===== src/rtl/arb_pkg.sv =====
// Shared types and constants for the two-requester round-robin arbiter.
// The state encoding doubles as the one-hot {B,A} grant vector.
package arb_pkg;

    typedef enum logic [1:0] {
        IDLE    = 2'b00,
        GRANT_A = 2'b01,
        GRANT_B = 2'b10
    } arb_state_t;

    localparam logic SEL_A = 1'b0;
    localparam logic SEL_B = 1'b1;

    // Any encoding other than a legal grant state reads back as "no grant".
    function automatic logic [1:0] grant_of(input arb_state_t s);
        logic [1:0] g;
        g = 2'b00;
        if (s == GRANT_A) g = 2'b01;
        if (s == GRANT_B) g = 2'b10;
        return g;
    endfunction

endpackage


===== src/rtl/mux2.sv =====
// Catalog two-input mux: C follows A when sel=0, B when sel=1.
module mux2 #(
    parameter int n = 32
) (
    input  logic [n-1:0] A,
    input  logic [n-1:0] B,
    input  logic         sel,
    output logic [n-1:0] C
);

    assign C = sel ? B : A;

endmodule


===== src/rtl/mux2_arbiter.sv =====
// Round-robin arbiter sharing one valid/ready downstream port between requesters A and B.
// Grant is registered; data passes combinationally through a mux2 steered by the grant.
module mux2_arbiter
    import arb_pkg::*;
#(
    parameter int N        = 32,
    parameter int MAX_HOLD = 4
) (
    input  logic         clk,
    input  logic         rst_n,
    input  logic         a_valid,
    input  logic [N-1:0] a_data,
    output logic         a_ready,
    input  logic         b_valid,
    input  logic [N-1:0] b_data,
    output logic         b_ready,
    output logic         out_valid,
    output logic [N-1:0] out_data,
    input  logic         out_ready,
    output logic [1:0]   grant
);

    localparam int HW = $clog2(MAX_HOLD) + 1;
    localparam logic [HW-1:0] HOLD_LAST = HW'(MAX_HOLD - 1);

    arb_state_t    state_reg, state_next;
    logic [HW-1:0] hold_cnt_reg, hold_cnt_next;
    logic          last_reg, last_next;

    logic       sel;
    logic       x_valid;
    logic       y_valid;
    logic       fire;
    arb_state_t other_grant;

    always_ff @(posedge clk or negedge rst_n) begin
        if (!rst_n) begin
            state_reg    <= IDLE;
            hold_cnt_reg <= '0;
            last_reg     <= SEL_B;
        end else begin
            state_reg    <= state_next;
            hold_cnt_reg <= hold_cnt_next;
            last_reg     <= last_next;
        end
    end

    // x = currently granted requester, y = the other one.
    assign sel         = (state_reg == GRANT_B) ? SEL_B : SEL_A;
    assign x_valid     = sel ? b_valid : a_valid;
    assign y_valid     = sel ? a_valid : b_valid;
    assign fire        = x_valid & out_ready;
    assign other_grant = sel ? GRANT_A : GRANT_B;
    assign grant       = grant_of(state_reg);

    always_comb begin
        state_next    = state_reg;
        hold_cnt_next = hold_cnt_reg;
        last_next     = last_reg;
        out_valid     = 1'b0;
        a_ready       = 1'b0;
        b_ready       = 1'b0;

        case (state_reg)
            IDLE: begin
                if (a_valid && b_valid) begin
                    state_next = (last_reg == SEL_B) ? GRANT_A : GRANT_B;
                end else if (a_valid) begin
                    state_next = GRANT_A;
                end else if (b_valid) begin
                    state_next = GRANT_B;
                end
            end

            GRANT_A, GRANT_B: begin
                out_valid = x_valid;
                a_ready   = (state_reg == GRANT_A) & out_ready;
                b_ready   = (state_reg == GRANT_B) & out_ready;

                if (!x_valid) begin
                    state_next    = y_valid ? other_grant : IDLE;
                    hold_cnt_next = '0;
                    last_next     = sel;
                end else if (fire && (hold_cnt_reg == HOLD_LAST) && y_valid) begin
                    state_next    = other_grant;
                    hold_cnt_next = '0;
                    last_next     = sel;
                end else if (fire) begin
                    // Only beats taken while the other side waits count toward the limit.
                    if (!y_valid) begin
                        hold_cnt_next = '0;
                    end else if (hold_cnt_reg != HOLD_LAST) begin
                        hold_cnt_next = hold_cnt_reg + HW'(1);
                    end
                end
            end

            default: begin
                state_next    = IDLE;
                hold_cnt_next = '0;
            end
        endcase
    end

    mux2 #(.n(N)) u_mux2 (
        .A   (a_data),
        .B   (b_data),
        .sel (sel),
        .C   (out_data)
    );

endmodule


===== config.mk =====
export PLATFORM = sky130hd
export DESIGN_NAME = mux2_arbiter
export DESIGN_NICKNAME = d
export VERILOG_FILES = /design/src/rtl/arb_pkg.sv /design/src/rtl/mux2.sv /design/src/rtl/mux2_arbiter.sv
export SDC_FILE = /design/constraint.sdc
export NUM_CORES = 1
export LEC_CHECK = 0
export CAP_MARGIN = 20
export CORE_MARGIN = 2
export CORE_UTILIZATION = 60
export CTS_CLUSTER_SIZE = 12
export DETAILED_ROUTE_END_ITERATION = 10
export DONT_BUFFER_PORTS = 1
export HOLD_SLACK_MARGIN = 0.08
export PLACE_DENSITY = 0.87
export SLEW_MARGIN = 15
export SYNTH_ARGS = -nofsm -noshare
export SYNTH_HDL_FRONTEND = slang
export SYNTH_SLANG_ARGS = --single-unit

===== constraint.sdc =====
create_clock -name clk -period 5.2 [get_ports clk]
set_clock_uncertainty 0.05 [all_clocks]
set_input_delay 0.52 -clock clk [delete_from_list [all_inputs] [get_ports clk]]
set_output_delay 0.52 -clock clk [all_outputs]
set_load 0.01 [all_outputs]

==> metrics.csv, run 1 <==
metric,value,unit
status,finished clean,
grt_first_pass_wirelength,3.15,mm
vias_per_cell,6.43,
yosysMostFrequentCell,sky130_fd_sc_hd__mux2_2,
finalCriticalPeriod,2.81,ns
drt-wirelength-per-cell,22.0,µm
p_per_area,573,nW/µm²
io-pin-count,106,
share_of_layout_cells_above_drive_strength_1,0.418,
area_growth,1.49,%
syn_avg_cell_area,10.1,µm²
cp-start-kind,flip-flop,
tritoncts_clock_tree,yes,
final.fill_count,129,
area_of_the_mapped_netlist,925,µm²
post-synth-top-area-cell,sky130_fd_sc_hd__mux2_2,
min_from,a_valid,
rsz0062_at_grt,no,
fin_ws,2.39,ns
synth_warnings,0,
die_area,1870,µm²
synth_enable_flop_cells,0,
synth_area_leaders,"sky130_fd_sc_hd__mux2_2 (27%), sky130_fd_sc_hd__dfrtp_1 (14%), sky130_fd_sc_hd__mux2_1 (12%)",
largest_register_ff_count,3,
final.setup.tns,0,ns
critical_path.max_fanout,21,
first_iter_violations,4,
synth_async_sr_flop_share,1.00,
portbufs,0,
cts.htree.levels,1,
globalRoute.totalOverflow,0,
synth_top_cells_by_count,"sky130_fd_sc_hd__mux2_2 (22), sky130_fd_sc_hd__mux2_1 (10), sky130_fd_sc_hd__inv_1 (7)",
timing.final.max_slew_violations,0,
timing.critical_path.from,state_reg[0],
core_region_area,1470,µm²
synthFlopType,sky130_fd_sc_hd__dfrtp_1,
maximum_buffer_depth_of_the_clock_tree,2,
max_cap_violations,0,
report.final.setup_viol,0,
grt_max_degree,22,
crit-reg2reg-launch,state_reg[0],
timing_hold_violations_final,0,
crit_path_arrival_time,2.24,ns
worst_ir_drop_vdd,0.268,mV
crit_type,reg -> out,
chipWidth,43.3,µm
clock_insertion_delay_at_the_later_pin_of_the_skew_report,0.25,ns
synthesis.nets,167,
hold-worst-slack,0.418,ns
cellLeakagePower,0.397,nW
grt_pass1_vias,611,
drt-pass1-iter-count,2,
post_cts_buffers,0,
global_route.usage.total,0.238,
fp-row-count,14,
syn_inst,92,
place_ws,2.60,ns
fin_nets,167,
worst_ep_required_time,4.63,ns
cts_inserted_buffers,3,
floorplan.initialDensity,0.628,
synth_cell_type_count,27,
seq_area,151,µm²
final_antenna_net_count,0,
cts_root_buffer,sky130_fd_sc_hd__clkbuf_4,
endpoint_kind,primary output,
dp_hpwl,2.07,mm
grt_antenna_before_repair,0,
fmax,0.356,GHz
clkTransAtPathRegs,0.05,ns
post-route-drc-count,0,
routed_wirelength,2.36,mm
maxSlewHeadroom,0.463,
route.vias.total,688,
yosysSeqAreaShare,0.164,
synth_top_area_frac,0.268,
synth_register_bits,6,
hold_path_class,in -> reg,
least_margin_pin_slew,0.805,ns
die_height,43.3,µm
place_congestion,0.784,
clock_sinks,6,
n_antenna_cell,0,
final_min_period_over_clock_period,0.540,
multi_input_comb_area,693,µm²
==> power by group <==
group	internal, mW	switching [mW]
logic	0.188	0.221
clock network	0.0292	0.0189
registers	0.0664	0.0141
==> area by class of cell <==
| type | instances | share of cell area |
|---|---|---|
| inverters | 8 | 0.0320 |
| repair buffers | 2 | 0.0187 |
| flip-flops and latches | 6 | 0.161 |
| multi-input cells | 71 | 0.739 |
| clock buffers | 4 | 0.0280 |
| well taps | 16 | 0.0213 |
==> worst max-delay path, stage by stage, from the launching register on <==
cell and delay (ns):
sky130_fd_sc_hd__dfrtp_1 0.40, sky130_fd_sc_hd__inv_1 0.09, sky130_fd_sc_hd__ha_1 0.69, sky130_fd_sc_hd__buf_4 0.39, sky130_fd_sc_hd__mux2_2 0.42
==> final timing paths <==
check                                   to  slack, ns  cells past startpoint
min                               last_reg       0.42                      2
min reg2reg                       last_reg       0.45                      2
min in group asynchronous  hold_cnt_reg[1]       0.53                      1
max                            out_data[6]       2.39                      4
max reg2reg                hold_cnt_reg[1]       2.63                      7
max in group asynchronous         last_reg       4.29                      1
==> metrics by stage <==
stage / power [mW] / instance area [µm²] / instances / utilization
after floorplan: 0.459 / 925 / 92 / -
after global placement: 0.483 / 902 / 102 / 0.613
after detailed placement: 0.491 / 902 / 102 / 0.613
after CTS: 0.542 / 938 / 107 / 0.638
after global routing: 0.574 / 938 / 107 / 0.638
final: 0.538 / 938 / 107 / 0.638
==> what timing repair did <==
item / in CTS / in global routing
resized for setup: 0 / 0
endpoints found under the hold margin: 6 / 0
hold buffers: 1 / 0
==> logic make-up after synthesis <==
logic type / count (synthesis) / synth area share
AO/OA/AOI/OAI: 10 / 0.0717
adder cells (fa/ha/maj): 6 / 0.0812
buffers and inverters: 15 / 0.0866
flip-flops: 6 / 0.164
multiplexers: 38 / 0.482
AND/OR/NAND/NOR: 17 / 0.115
==> per-layer routing <==
layer / vias up / wire (µm) / GRT usage
li1: 326 / - / -
met1: 323 / 833 / 0.276
met2: 39 / 1380 / 0.448
met3: 0 / 140 / 0.0340
met4: 0 / 0 / 0.0545
met5: - / 0 / 0
==> layout by cell type (no fill, tap or decap), drive strengths merged <==
cell / count
and2: 1
dfrtp: 5
buf: 1
nand4: 2
and3: 1
inv: 8
ha: 6
mux2: 37
dlygate4sd3: 1
mux2i: 1
a2bb2oi: 1
o21ai: 4
nand3: 3
o311ai: 1
a31oi: 1
and2b: 2
nor3: 2
a21oi: 3
nor2: 5
clkbuf: 4
nand2: 1
dfstp: 1
No activity file was read; power rests on OpenSTA's default activity.
==> inputs of run 2 (changes only) <==
- CORE_UTILIZATION: 60 -> 56
- PLACE_DENSITY: 0.87 -> 0.85
- clock period: 5.2 -> 2.3 ns (I/O delays scaled with it)
==> run 2 against run 1 <==
  * First-iteration DRC count grew 130%
  * Cell count increased by 0.93%
  * Non-clock buffer count rose by 1
  * Sequential cell count unchanged
  * Worst hold slack worse by 0.29 ns
  * Global-route usage down 1.7 points
  * Routed wire length increased by 0.64%
  * Critical path depth did not move
  * Sequential share of layout area down 0.13 points
  * Utilization down 1.7 points
  * Power is 130% higher
  * Via count increased by 1.6%
==> metrics.csv, run 2 (synthesis gave the netlist of run 1 again) <==
metric,value,unit,change
report.final.setup_viol,0,,unchanged
placed_cell_count,103,,+0.98%
hold_path_class,in -> reg,,
clock_insertion_delay_at_the_later_pin_of_the_skew_report,0.24,ns,about the same
area_growth,2.30,%,
drt-pass1-iter-count,4,,+2
final.setup.tns,0,ns,unchanged
routed_wirelength,2.37,mm,+0.64%
least_margin_pin_slew,0.349,ns,-0.456 ns
fp-row-count,14,,unchanged
clkTransAtPathRegs,0.04,ns,about the same
timing.final.max_slew_violations,0,,unchanged
cellLeakagePower,0.402,nW,+1.3%
share_of_layout_cells_above_drive_strength_1,0.424,,+0.00633
worst_ir_drop_vdd,0.599,mV,+120%
seq_area,151,µm²,unchanged
floorplan.initialDensity,0.607,,-0.0217
vias_per_cell,6.47,,+0.66%
timing_hold_violations_final,0,,unchanged
min_from,a_valid,,
multi_input_comb_area,693,µm²,unchanged
final_antenna_net_count,0,,unchanged
global_route.usage.total,0.220,,-0.0174
cts.htree.levels,1,,unchanged
final_min_period_over_clock_period,0.943,,
io-pin-count,106,,unchanged
cts_hold_buffers,1,,unchanged
rsz0062_at_grt,no,,
worst-r2r-cell-count,6,,-1
critical_path.max_fanout,25,,+19%
regToRegEndpoint,hold_cnt_reg[1],,
globalRoute.totalOverflow,0,,unchanged
core_region_area,1520,µm²,+3.6%
drt-wirelength-per-cell,22.0,µm,-0.30%
fmax,0.461,GHz,
finalNonFillerCells,108,,+0.93%
post-route-drc-count,0,,unchanged
n_antenna_cell,0,,unchanged
layout.cell_area.non_filler,946,µm²,+0.80%
max_cap_violations,0,,unchanged
crit_path_arrival_time,1.89,ns,-0.35 ns
maximum_buffer_depth_of_the_clock_tree,2,,unchanged
status,finished clean,,
hold-worst-slack,0.124,ns,-0.294 ns
die_area,1990,µm²,+6.5%
largest_register_ff_count,3,,unchanged
dpl-instance-area,910,µm²,+0.83%
fin_nets,168,,+0.60%
mostFrequentLayoutCells,"sky130_fd_sc_hd__mux2_2 (22), sky130_fd_sc_hd__mux2_1 (10), sky130_fd_sc_hd__inv_1 (7)",,
most_frequent_standard_cell_in_the_layout_excluding_fill_and_tap_cells,sky130_fd_sc_hd__mux2_2,,
grt_first_pass_wirelength,3.15,mm,+0.22%
worst_hold_path.num_cells,2,,unchanged
cp-start-kind,flip-flop,,
place_congestion,0.808,,+3.1%
cts_inserted_buffers,3,,unchanged
p_per_area,1300,nW/µm²,+130%
route.vias.total,699,,+1.6%
chipWidth,44.6,µm,+3.2%
worst_ep_required_time,2.02,ns,-2.61 ns
ff2ff_setup_slack,0.43,ns,-2.20 ns
dp_hpwl,2.11,mm,+2.2%
cts.repair.resized,0,,unchanged
worstHoldEndpoint,last_reg,,
first_iter_violations,9,,+5
tritoncts_clock_tree,yes,,
post_cts_buffers,0,,unchanged
fin_ws,0.132,ns,-2.26 ns
endpoint_kind,primary output,,
portbufs,0,,unchanged
maxSlewHeadroom,0.767,,+0.304
cts_root_buffer,sky130_fd_sc_hd__clkbuf_4,,
grt_antenna_before_repair,0,,unchanged
finalCriticalPeriod,2.17,ns,
grt_pass1_vias,665,,+8.8%
clock_sinks,6,,unchanged
place_ws,0.374,ns,-2.23 ns
crit-reg2reg-launch,state_reg[0],,
grt_max_degree,26,,+18%
final.fill_count,118,,-8.5%
die_height,44.6,µm,+3.2%
crit_type,reg -> out,,
## run 2: cell types whose count changed in the layout (fill, tap and decap cells not counted), sizes merged
| cell | before | now |
|---|---|---|
| buf | 1 | 2 |
## run 2: cell type report
class,count,share of cell area
multi-input cells,71,0.733
flip-flops and latches,6,0.160
well taps,16,0.0212
repair buffers,3,0.0265
inverters,8,0.0317
clock buffers,4,0.0278
## run 2: metrics by stage
step | total power [mW] | util
final | 1.23 | 0.621
after global routing | 1.32 | 0.621
after CTS | 1.24 | 0.621
after detailed placement | 1.13 | 0.597
after global placement | 1.09 | 0.597
after floorplan | 1.04 | -
## run 2: worst max-delay path: stages, from the launching register on
cell	delay [ns]
sky130_fd_sc_hd__dfrtp_1	0.41
sky130_fd_sc_hd__inv_1	0.09
sky130_fd_sc_hd__ha_1	0.35
sky130_fd_sc_hd__buf_4	0.37
sky130_fd_sc_hd__mux2_2	0.42
## run 2: layer usage
metal | GRT usage | vias to the layer above | wire length [µm]
li1 | - | 328 | -
met1 | 0.240 | 319 | 782
met2 | 0.380 | 52 | 1220
met3 | 0.118 | 0 | 373
met4 | 0.0364 | 0 | 0
met5 | 0 | - | 0
## run 2: worst max path at each step
stage / from / to / slack, ns / cells past startpoint
6_report: state_reg[0] / out_data[6] / 0.13 / 4
5_1_grt: state_reg[0] / out_data[6] / 0.01 / 4
4_1_cts: state_reg[0] / out_data[6] / 0.13 / 4
3_5_place_dp: state_reg[0] / out_data[6] / 0.37 / 4
3_3_place_gp: state_reg[0] / out_data[6] / 0.44 / 4
2_1_floorplan: state_reg[0] / out_data[0] / 0.60 / 5
## run 2: power breakdown
group          switching (mW)  total [mW]  internal [mW]
clock                  0.0388       0.105         0.0657
sequential             0.0330       0.183          0.150
combinational           0.509       0.943          0.434
==> inputs of run 3 (changes only) <==
- GPL_TIMING_DRIVEN: not set -> 0
==> run 3 against run 2 <==
  * First-iteration DRC count increased by 89%
  * Power increased by 3.7%
  * Maximum frequency increased by 2.3%
  * Sequential share of layout area decreased by 0.57 points
  * Routed wire length unchanged
  * Utilization increased by 2.3 points
  * Critical path type unchanged
  * Combinational power increased by 4.5%
==> metrics.csv, run 3 (synthesis gave the netlist of run 1 again) <==
metric,value,unit,change
status,finished clean,,
fmax,0.472,GHz,+2.3%
power.net_switching,597,µW,+2.7%
finalCoreUtilization,0.644,,+0.0230
crit-reg2reg-launch,state_reg[0],,
routed_wirelength,2.37,mm,unchanged
worst-r2r-cell-count,6,,unchanged
mostFrequentLayoutCells,"sky130_fd_sc_hd__mux2_2 (22), sky130_fd_sc_hd__mux2_1 (10), sky130_fd_sc_hd__inv_1 (7)",,
post-route-drc-count,0,,unchanged
hold_path_class,in -> async,,
crit_type,reg -> out,,
finalCriticalPeriod,2.12,ns,-0.0485 ns
cts.htree.levels,1,,unchanged
die_height,44.6,µm,unchanged
p_per_area,1300,nW/µm²,about the same
critPathBufInv,3,,+1
most_frequent_standard_cell_in_the_layout_excluding_fill_and_tap_cells,sky130_fd_sc_hd__mux2_2,,
regToRegEndpoint,state_reg[1],,
path_cells,inv_1 -> ha_1 -> buf_2 -> buf_4 -> mux2_2,,
combinationalPowerShare,0.771,,+0.005
top_usage_layer,met2,,
maxSlewHeadroom,0.759,,-0.00809
critical_path.max_fanout,10,,-60%
post_cts_buffers,0,,unchanged
timing_hold_violations_final,0,,unchanged
timing.critical_path.slowest_cell_delay,0.41,ns,about the same
met3_usage,0.163,,+0.0449
cts_inserted_buffers,3,,unchanged
seq_power_share,0.145,,-0.004
clkTransAtPathRegs,0.05,ns,about the same
first_iter_violations,17,,+8
largest_register_ff_count,3,,unchanged
cts_root_buffer,sky130_fd_sc_hd__clkbuf_4,,
cp-start-kind,flip-flop,,
least_margin_pin_slew,0.361,ns,+0.0121 ns
worst_ep_required_time,2.02,ns,about the same
portbufs,0,,unchanged
grt_first_pass_wirelength,3.28,mm,+3.9%
final.setup.tns,0,ns,unchanged
clock_insertion_delay_at_the_later_pin_of_the_skew_report,0.25,ns,about the same
timing.final.max_slew_violations,0,,unchanged
final_antenna_net_count,0,,unchanged
core_region_area,1520,µm²,unchanged
rsz0062_at_grt,no,,
p_clk_frac,0.084,,about the same
io-pin-count,106,,unchanged
globalRoute.totalOverflow,0,,unchanged
cellLeakagePower,0.426,nW,+6.0%
place_congestion,0.955,,+18%
critPathSlowestCell,sky130_fd_sc_hd__dfrtp_1,,
route.vias.total,742,,+6.2%
globalRouteMet1Util,0.210,,-0.0300
fp-row-count,14,,unchanged
tritoncts_clock_tree,yes,,
use_met2,0.423,,+0.0435
intPower,680,µW,+4.6%
maximum_buffer_depth_of_the_clock_tree,2,,unchanged
switching_share,0.467,,-0.00459
max_cap_violations,0,,unchanged
endpoint_kind,primary output,,
ff2ff_setup_slack,0.47,ns,+0.04 ns
grt_max_degree,11,,-58%
clock_sinks,6,,unchanged
n_antenna_cell,0,,unchanged
vias_per_cell,6.57,,+1.5%
global_route.usage.total,0.232,,+0.0118
chipWidth,44.6,µm,unchanged
grt_pass1_vias,723,,+8.7%
drt-wirelength-per-cell,21.0,µm,-4.4%
crit_path_arrival_time,1.84,ns,-0.05 ns
drt-pass1-iter-count,4,,unchanged
worst_ir_drop_vdd,0.718,mV,+20%
grt_antenna_before_repair,0,,unchanged
report.final.setup_viol,0,,unchanged
die_area,1990,µm²,unchanged
fin_nets,173,,+3.0%
floorplan.initialDensity,0.607,,unchanged
final.fill_count,129,,+9.3%
delay_heaviest_family_cp,buffers and inverters,,
final_min_period_over_clock_period,0.921,,-0.0211
dp_hpwl,2.10,mm,-0.42%
share_of_layout_cells_above_drive_strength_1,0.454,,+0.0297
area_growth,6.09,%,
post-layout-total-power,1.28,mW,+3.7%
run 3: worst reg2reg max path, stage by stage (launching register included):
cell and delay [ns]:
sky130_fd_sc_hd__dfrtp_1 0.40, sky130_fd_sc_hd__inv_1 0.08, sky130_fd_sc_hd__ha_1 0.40, sky130_fd_sc_hd__and2b_1 0.21
sky130_fd_sc_hd__nand3_1 0.11, sky130_fd_sc_hd__o311ai_2 0.14, sky130_fd_sc_hd__mux2_4 0.32
run 3: worst max-delay path by stage:
stage                             from            to  slack [ns]  cells after the start
after detailed placement  state_reg[0]  out_data[19]        0.45                      5
after global placement    state_reg[0]  out_data[19]        0.46                      5
after CTS                 state_reg[0]  out_data[19]        0.18                      5
after global routing      state_reg[0]  out_data[19]        0.07                      5
after floorplan           state_reg[0]   out_data[0]        0.60                      5
final                     state_reg[0]   out_data[5]        0.18                      5
run 3: routing by layer:
| layer | share of wire | wire length, µm |
|---|---|---|
| met5 | 0 | 0 |
| met2 | 0.53 | 1250 |
| met1 | 0.29 | 678 |
| met4 | 0.0013 | 3 |
| met3 | 0.19 | 441 |
run 3: timing repair:
| item | CTS | global route |
|---|---|---|
| hold endpoints to repair | 6 | 0 |
| hold buffers | 1 | 0 |
| gates resized for setup | 0 | 0 |
run 3: cell type report:
type | instances | area (µm²) | area share
well taps | 16 | 20.0 | 0.0204
plain buffers | 7 | 50.0 | 0.0510
flip-flops and latches | 6 | 151 | 0.154
inverters | 8 | 30.0 | 0.0306
clock buffers | 4 | 26.3 | 0.0268
repair buffers | 1 | 10.0 | 0.0102
multi-input cells | 71 | 693 | 0.707
run 3: power groups by stage:
stage | combinational [mW] | sequential (mW) | clock (mW)
4_1_cts | 0.987 | 0.185 | 0.112
3_5_place_dp | 0.981 | 0.185 | 0
3_3_place_gp | 0.959 | 0.182 | 0
6_report | 0.985 | 0.185 | 0.107
2_1_floorplan | 0.863 | 0.174 | 0
5_1_grt | 1.06 | 0.190 | 0.117
run 3: metrics by stage:
stage          std cells  hold slack (ns)  area (µm²)  setup WS (ns)
3_5_place_dp         108           -0.115         945          0.449
4_1_cts              113            0.240         981          0.178
3_3_place_gp         108           -0.115         945          0.460
5_1_grt              113            0.260         981         0.0658
2_1_floorplan         92           -0.116         925          0.596
6_report             113            0.238         981          0.181
